$ cat config.mk
export PLATFORM = sky130hd
export DESIGN_NAME = lights_controller
export DESIGN_NICKNAME = d
export VERILOG_FILES = /design/src/rtl/lights_controller_pkg.sv /design/src/rtl/lights_dimmer.sv /design/src/rtl/lights_controller.sv
export SDC_FILE = /design/constraint.sdc
export NUM_CORES = 1
export LEC_CHECK = 0
export BUFFER_PORTS_ARGS = -buffer_cell sky130_fd_sc_hd__buf_2
export CAP_MARGIN = 20
export CORE_MARGIN = 5
export CORE_UTILIZATION = 30
export DETAILED_ROUTE_END_ITERATION = 8
export PLACE_DENSITY = 0.58
export SYNTH_ARGS = -nofsm -noshare
export SYNTH_HDL_FRONTEND = slang
export SYNTH_SLANG_ARGS = --single-unit
$ cat constraint.sdc
create_clock -name clk -period 6.4 [get_ports clk]
set_input_delay 1.28 -clock clk [delete_from_list [all_inputs] [get_ports clk]]
set_output_delay 1.28 -clock clk [all_outputs]
set_load 0.01 [all_outputs]
$ cat src/rtl/lights_controller_pkg.sv
// ---------------------------------------------------------------------------
// lights_controller_pkg
// Shared constants for the lighting controller: sensor widths, the daylight
// threshold and the FSM state encoding. Every file of the controller imports
// this package.
// ---------------------------------------------------------------------------
package lights_controller_pkg;

    // Sensor data widths
    localparam int DAYLIGHT_W = 8;
    localparam int MOTION_W   = 4;

    // Ambient level below which the room counts as dark
    localparam logic [DAYLIGHT_W-1:0] LIGHT_THRESHOLD = 8'd100;

    // FSM state codes; codes 6 and 7 are unused and recover to OFF
    typedef enum logic [2:0] {
        ST_OFF       = 3'd0,
        ST_RAMP_UP   = 3'd1,
        ST_ON        = 3'd2,
        ST_HOLD      = 3'd3,
        ST_RAMP_DOWN = 3'd4,
        ST_MANUAL    = 3'd5
    } state_t;

endpackage

$ cat src/rtl/lights_dimmer.sv
// ---------------------------------------------------------------------------
// lights_dimmer
// Saturating 8-bit brightness register.
//   i_clk, i_rst  : clock, asynchronous active-high reset
//   i_up          : add RAMP_STEP, saturating at 255
//   i_down        : subtract RAMP_STEP, saturating at 0
//   i_set_max     : load 255
//   i_hold        : freeze the level (overrides every other control)
//   o_level       : registered brightness
//   o_lit         : registered, high iff o_level != 0
// ---------------------------------------------------------------------------
module lights_dimmer
    import lights_controller_pkg::*;
#(
    parameter int RAMP_STEP = 16
) (
    input  logic       i_clk,
    input  logic       i_rst,
    input  logic       i_up,
    input  logic       i_down,
    input  logic       i_set_max,
    input  logic       i_hold,
    output logic [7:0] o_level,
    output logic       o_lit
);

    localparam logic [7:0] STEP8 = 8'(RAMP_STEP);

    logic [7:0] r_level;
    logic       r_lit;
    logic [8:0] w_sum;
    logic [7:0] w_up_level;
    logic [7:0] w_dn_level;
    logic [7:0] w_next;

    // Sum is one bit wider so the carry shows saturation
    assign w_sum      = {1'b0, r_level} + {1'b0, STEP8};
    assign w_up_level = w_sum[8] ? 8'hFF : w_sum[7:0];
    assign w_dn_level = (r_level > STEP8) ? (r_level - STEP8) : 8'd0;

    always_comb begin
        w_next = r_level;
        if (i_hold)
            w_next = r_level;
        else if (i_set_max)
            w_next = 8'hFF;
        else if (i_up)
            w_next = w_up_level;
        else if (i_down)
            w_next = w_dn_level;
    end

    // lit is derived from the next level so it tracks brightness exactly
    always_ff @(posedge i_clk or posedge i_rst) begin
        if (i_rst) begin
            r_level <= 8'd0;
            r_lit   <= 1'b0;
        end else begin
            r_level <= w_next;
            r_lit   <= (w_next != 8'd0);
        end
    end

    assign o_level = r_level;
    assign o_lit   = r_lit;

endmodule

$ cat src/rtl/lights_controller.sv
// ---------------------------------------------------------------------------
// lights_controller
// Occupancy- and daylight-driven dimmer controller with hold-off timer and
// manual override.
//   clk           : single clock, rising edge
//   reset         : asynchronous active-high reset
//   daylight      : ambient light level
//   presence      : motion sensor data, nonzero = occupied
//   tick          : single-cycle timebase strobe
//   manual_toggle : single-cycle manual override toggle request
//   brightness    : registered dimmer level 0..255
//   lights        : registered, high iff brightness != 0
//   state         : registered FSM state code
// ---------------------------------------------------------------------------
module lights_controller
    import lights_controller_pkg::*;
#(
    parameter int HOLD_TICKS = 30,
    parameter int RAMP_STEP  = 16,
    parameter int HYST       = 8
) (
    input  logic                  clk,
    input  logic                  reset,
    input  logic [DAYLIGHT_W-1:0] daylight,
    input  logic [MOTION_W-1:0]   presence,
    input  logic                  tick,
    input  logic                  manual_toggle,
    output logic [7:0]            brightness,
    output logic                  lights,
    output logic [2:0]            state
);

    localparam logic [7:0] HOLD_LOAD = 8'(HOLD_TICKS);
    localparam logic [DAYLIGHT_W:0] BRIGHT_LEVEL =
        {1'b0, LIGHT_THRESHOLD} + (DAYLIGHT_W+1)'(HYST);

    state_t     r_state;
    state_t     w_state_nxt;
    logic       r_dark_q;
    logic [7:0] r_hold_cnt;

    logic       w_occupied;
    logic       w_up;
    logic       w_down;
    logic       w_set_max;
    logic       w_hold;
    logic       w_hold_dec;
    logic       w_hold_load;
    logic [7:0] w_level;
    logic       w_lit;

    assign w_occupied = (presence != '0);

    // Daylight with hysteresis: set below threshold, clear at threshold+HYST
    always_ff @(posedge clk or posedge reset) begin
        if (reset)
            r_dark_q <= 1'b0;
        else if (daylight < LIGHT_THRESHOLD)
            r_dark_q <= 1'b1;
        else if ({1'b0, daylight} >= BRIGHT_LEVEL)
            r_dark_q <= 1'b0;
    end

    always_ff @(posedge clk or posedge reset) begin
        if (reset)
            r_state <= ST_OFF;
        else
            r_state <= w_state_nxt;
    end

    // Next state and dimmer controls. A tick applies the current state's
    // action even when a transition happens, except for a manual toggle.
    always_comb begin
        w_state_nxt = r_state;
        w_up        = 1'b0;
        w_down      = 1'b0;
        w_set_max   = 1'b0;
        w_hold      = 1'b0;
        w_hold_dec  = 1'b0;
        if (manual_toggle) begin
            if (r_state == ST_MANUAL) begin
                w_state_nxt = ST_RAMP_DOWN;
                w_hold      = 1'b1;
            end else begin
                w_state_nxt = ST_MANUAL;
                w_set_max   = 1'b1;
            end
        end else begin
            case (r_state)
                ST_OFF: begin
                    if (w_occupied && r_dark_q)
                        w_state_nxt = ST_RAMP_UP;
                end
                ST_RAMP_UP: begin
                    w_up = tick;
                    if (w_level == 8'hFF)
                        w_state_nxt = ST_ON;
                    else if (!r_dark_q)
                        w_state_nxt = ST_RAMP_DOWN;
                    else if (!w_occupied)
                        w_state_nxt = ST_HOLD;
                end
                ST_ON: begin
                    if (!r_dark_q)
                        w_state_nxt = ST_RAMP_DOWN;
                    else if (!w_occupied)
                        w_state_nxt = ST_HOLD;
                end
                ST_HOLD: begin
                    w_hold = 1'b1;
                    if (w_occupied && r_dark_q)
                        w_state_nxt = ST_RAMP_UP;
                    else if (!r_dark_q)
                        w_state_nxt = ST_RAMP_DOWN;
                    else if (tick) begin
                        // A count of 0 can only be seen after a glitch; treat as expired
                        if (r_hold_cnt <= 8'd1)
                            w_state_nxt = ST_RAMP_DOWN;
                        else
                            w_hold_dec = 1'b1;
                    end
                end
                ST_RAMP_DOWN: begin
                    w_down = tick;
                    if (w_level == 8'd0)
                        w_state_nxt = ST_OFF;
                    else if (w_occupied && r_dark_q)
                        w_state_nxt = ST_RAMP_UP;
                end
                ST_MANUAL: begin
                    w_hold = 1'b1;
                end
                default: begin
                    w_state_nxt = ST_OFF;
                end
            endcase
        end
    end

    assign w_hold_load = (w_state_nxt == ST_HOLD) && (r_state != ST_HOLD);

    always_ff @(posedge clk or posedge reset) begin
        if (reset)
            r_hold_cnt <= 8'd0;
        else if (w_hold_load)
            r_hold_cnt <= HOLD_LOAD;
        else if (w_hold_dec)
            r_hold_cnt <= r_hold_cnt - 8'd1;
    end

    lights_dimmer #(
        .RAMP_STEP (RAMP_STEP)
    ) u_dimmer (
        .i_clk     (clk),
        .i_rst     (reset),
        .i_up      (w_up),
        .i_down    (w_down),
        .i_set_max (w_set_max),
        .i_hold    (w_hold),
        .o_level   (w_level),
        .o_lit     (w_lit)
    );

    assign brightness = w_level;
    assign lights     = w_lit;
    assign state      = r_state;

endmodule

; Word-level counts from Yosys, hierarchy flattened
; Index checks and enable logic that the tools add are counted.
[totals]
elab_cells = 66
register_bits = 21
out_inout_bits = 12
input_bits = 16
[classes]
n_eq_ne = 8
n_mux = 37
n_reduce_logical = 9
magnitude_cmp = 4
add_sub_neg = 3
[op_table]
columns = op, n
row1 = 2-to-1 mux 8 bit, 8
row2 = 2-to-1 mux 3 bit, 10
row3 = 2-to-1 mux 1 bit, 18
row4 = one-hot mux 3 bit (6 select lines), 1
row5 = "adder 8 x 5 -> 9 bit, second input constant", 1
row6 = "equality test 3 x 2 -> 1 bit, second input constant", 3
row7 = "equality test 8 bit, second input constant", 1
row8 = "greater-or-equal comparator 8 x 7 -> 1 bit, second input constant", 1
row9 = "> comparator 8 x 5 -> 1 bit, second input constant", 1
row10 = "less-or-equal comparator 8 x 1 -> 1 bit, second input constant", 1
row11 = zero test 8 bit, 1
row12 = "less-than comparator 8 x 7 -> 1 bit, second input constant", 1
row13 = nonzero test 8 bit, 1
row14 = "subtractor 8 x 1 -> 8 bit, second input constant", 1
row15 = "subtractor 8 x 5 -> 8 bit, second input constant", 1
row16 = "equality test 3 bit, second input constant", 2
row17 = nonzero test 2 bit, 2
row18 = nonzero test 4 bit, 1
row19 = "equality test 3 x 1 -> 1 bit, second input constant", 1
row20 = zero test 3 bit, 1
row21 = "inequality test 3 x 2 -> 1 bit, second input constant", 1
row22 = logical AND 1 bit, 2
row23 = OR reduction 2 bit, 1

; Depth between registers and ports, before layout
[depth]
ltp_word = 10
mapped_depth = 7
depth_no_buf = 7

; Cells and area by module
; Synthesis repeated with hierarchy kept, for this count alone.
[hier_totals]
hier_cells = 172
area_unflattened_um2 = 1506.4
[modules_own_cells]
columns = mod, area_per_inst_um2, instances, cells_per_inst
row1 = lights_controller, 895.9, 1, 105
row2 = lights_dimmer, 610.6, 1, 67

; Least setup slack after synthesis
; OpenSTA, ideal clock, no wires.
[synth_path]
kind = input port to flip-flop
from = input tick
to = register u_dimmer.r_lit, in the netlist u_dimmer.o_lit
cell_stages = 5
required_ns = 6.261
path_buffers = 0
setup_ns = 0.139
t_arrival_ns = 2.828
slack_ns = 3.433
path_cell_list = or3_2 -> a31oi_1 -> o311ai_0 -> a211o_1 -> or4b_1
[synth_via]
elab_chain_cells = 7
elab_cells_between_ends = 9
cone_classes = mux (8) / reduce/logical (1)
[synth_lines]
columns = item, line
row1 = "start, declared", lights_controller.sv:26  ; input logic tick,
row2 = 2-to-1 mux 1 bit, lights_controller.sv:89  ; case (r_state)
row3 = 2-to-1 mux 1 bit, lights_controller.sv:80  ; if (manual_toggle) begin
row4 = 2-to-1 mux 8 bit, lights_dimmer.sv:49  ; else if (i_down)
row5 = 2-to-1 mux 8 bit *, lights_dimmer.sv:47  ; else if (i_up)
row6 = 2-to-1 mux 8 bit *, lights_dimmer.sv:45  ; else if (i_set_max)
row7 = 2-to-1 mux 8 bit *, lights_dimmer.sv:43  ; if (i_hold)
row8 = nonzero test 8 bit *, lights_dimmer.sv:60  ; r_lit <= (w_next != 8'd0);
row9 = "end signal, assigned", lights_dimmer.sv:60
row10 = "end, declared", lights_dimmer.sv:30  ; logic r_lit;
; Mark *: on every way between the ends. The rest lies on a longest branch, timed or not.
; A chain may end at the register's enable or synchronous reset.

; Final worst setup path
; Same ends and word-level chain as after synthesis.

==> results.txt <==
WP depth = 6
first-pass GRT wire length = 6050 um
synthesis-stage register bit count = 21
1st-iter DRT viols = 51
LEAKAGE = 0.693 nW
post-DP HPWL = 2690 um
vias post-DR = 1,346
die area = 6600 um^2
outcome = finished, final reports clean
Die H = 81.2 um
Clock Skews = 3.81 ps
met1 Track Usage GR = 16.7%
# rows = 26
setup ws final = 3360 ps
htree depth = 1
wirelength, routed = 3570 um
met2 usage = 17.7%
CTS tree = done
Root Buffer = clkbuf_8
Worst path max stage delay = 470 ps
Post CTS Setup Buffer Count = 0
Peak VDD IR = 0.000114 V
crit-path max FO = 5
Num CTS Buffers = 3
P per Cell Area = 299 nW/um^2
CP arrival = 3170 ps
synth warn = 0
worst reg2reg path depth = 5
Hold WS = 547 ps
DRC = 0
DR vias/cell = 5.06
initial antenna violation count = 0
drt pass-1 iters = 4
Mapped Cells = 176
crit path launch type = primary input
Total Power = 0.519 mW
DP Worst Slack = 3060 ps
fmax = 329 MHz
# IOs = 28
Most Crowded Layer GR = met2
pins over their slew limit = 0
crit-path cells = buf_2 -> or3_2 -> a31oi_1 -> o311ai_0 -> a211o_1 -> or4b_1
Max Cap Viol = 0
pin count of the biggest net entering global routing = 22
area of the core = 5010 um^2
chip width = 81.2 um
Area growth syn-to-layout = 14.0%
vias in the first global route = 1,258
Worst slew margin = 45.3%
Starting Density = 30.4%
fill count = 554
distinct cell type count after synthesis = 51
syn_area_per_cell = 8.65 um^2
Synth async-reset ratio = 100%
CP required = 6530 ps
Total GRT Usage = 11.7%
gr ovfl total = 0
largest cells by area after synthesis = dfrtp_1 35%, ha_1 4.9%, nor2_1 3.5%
RSZ-0062 raised after global routing = no
Final setup viols = 0
Clock transition at path regs = 80 ps
ANT nets after route = 0
synth cell count leaders = 21 x dfrtp_1, 14 x nor2_1, 11 x nand2_1, 10 x inv_1, 9 x a21oi_1
final net count = 219
CTS Hold Bufs = 0
Tightest Pin Transition = 819 ps
GRT met3 Usage = 1.44%
Fin. Hold Viols = 0
post-synthesis sequential area ratio = 34.5%
prevailing post-synth register cell = dfrtp_1
area of the mapped netlist = 1520 um^2
count leader, synth = dfrtp_1
syn_nets = 198
clock buffer depth = 2
critical path's slowest cell = or4b_1
clock sinks = 21
crit end category = register
Final Cycle Share = 47.5%
Post-CTS Resized = 0
Worst-Skew Late Latency = 260 ps
Synth area leader = dfrtp_1
Buf+Inv Stages, Crit Path = 1
crit path kind = in2reg
hold path depth = 2
type of the worst min-delay path = reg2reg
share of the synthesized area in the top cell type = 34.5%
layout cell share with drive strength beyond 1 = 19.4%
setup_tns = 0 ps
IO Port Bufs = 25
EDFF count, synth = 0
post-layout minimum cycle time = 3040 ps
WL/cell = 13.4 um
CP top delay family = simple AND/OR/NAND/NOR gates
number of diodes = 0
Final Wtd Congestion = 0.788
==> final timing paths <==
kind,start,slack (ps),end
max in group asynchronous,reset,4730,state[0]
setup reg to reg,state[1],3840,u_dimmer.o_lit
hold reg to reg,r_hold_cnt[1],550,r_hold_cnt[1]
min in group asynchronous,reset,1170,r_hold_cnt[5]
hold / removal,r_hold_cnt[1],550,r_hold_cnt[1]
setup / recovery,tick,3360,u_dimmer.o_lit
==> worst reg2reg max path: stages (launching register included) <==
cell,delay (ps)
dfrtp_1,550
or3b_1,590
o31ai_1,250
o311ai_0,230
a211o_1,340
or4b_1,470
==> power breakdown <==
group	total (mW)	internal, mW	leakage (nW)	switching [mW]
Sequential	0.212	0.155	0.225	0.0563
Combinational	0.220	0.0921	0.442	0.128
Clock	0.0870	0.0434	0.0255	0.0436
==> routing by layer <==
metal  part of all wire, %  vias up
met4                   1.5        0
met5                     0        -
met3                   4.1        4
met1                    49      631
li1                      -      685
met2                    46       26
==> logic make-up after synthesis <==
group / count (synthesis) / synth area share (%)
buf+inv: 19 / 5.51
simple gates: 78 / 29.4
flops: 21 / 34.5
fa+ha+maj: 6 / 4.93
xor+xnor: 10 / 5.75
compound gates: 42 / 19.9
==> per-stage QoR <==
step / area (um^2) / util [%] / cells
floorplan: 1520 / - / 176
detailed placement: 1690 / 33.7 / 262
global route: 1740 / 34.6 / 266
CTS: 1740 / 34.6 / 266
global placement: 1690 / 33.7 / 262
finish: 1740 / 34.6 / 266
==> placed cells by master (no fill, tap or decap), types with 6 or more instances in the layout <==
cell / synthesis / layout
nor2_1: 14 / 14
xnor2_1: 6 / 6
buf_2: 4 / 25
nand3_1: 8 / 8
dfrtp_1: 21 / 21
nand2_1: 11 / 11
inv_1: 10 / 10
a21oi_1: 9 / 9
ha_1: 6 / 6
==> registers in the layout, summed over array words and instances, names as in the netlist <==
| name | cells |
|---|---|
| r_hold_cnt | 8 |
| u_dimmer.o_level | 8 |
| state | 3 |
| r_dark_q | 1 |
| u_dimmer.o_lit | 1 |
==> final cells by class <==
cell class | count | area, um^2 | area share [%]
clock buffers | 3 | 41.3 | 2.38
multi-input cells | 136 | 913 | 52.6
inverters | 10 | 37.5 | 2.16
well taps | 70 | 87.6 | 5.05
repair buffers | 25 | 125 | 7.21
clock inverters | 1 | 5.00 | 0.288
flip-flops and latches | 21 | 526 | 30.3
(Power assumes the default switching activity.)
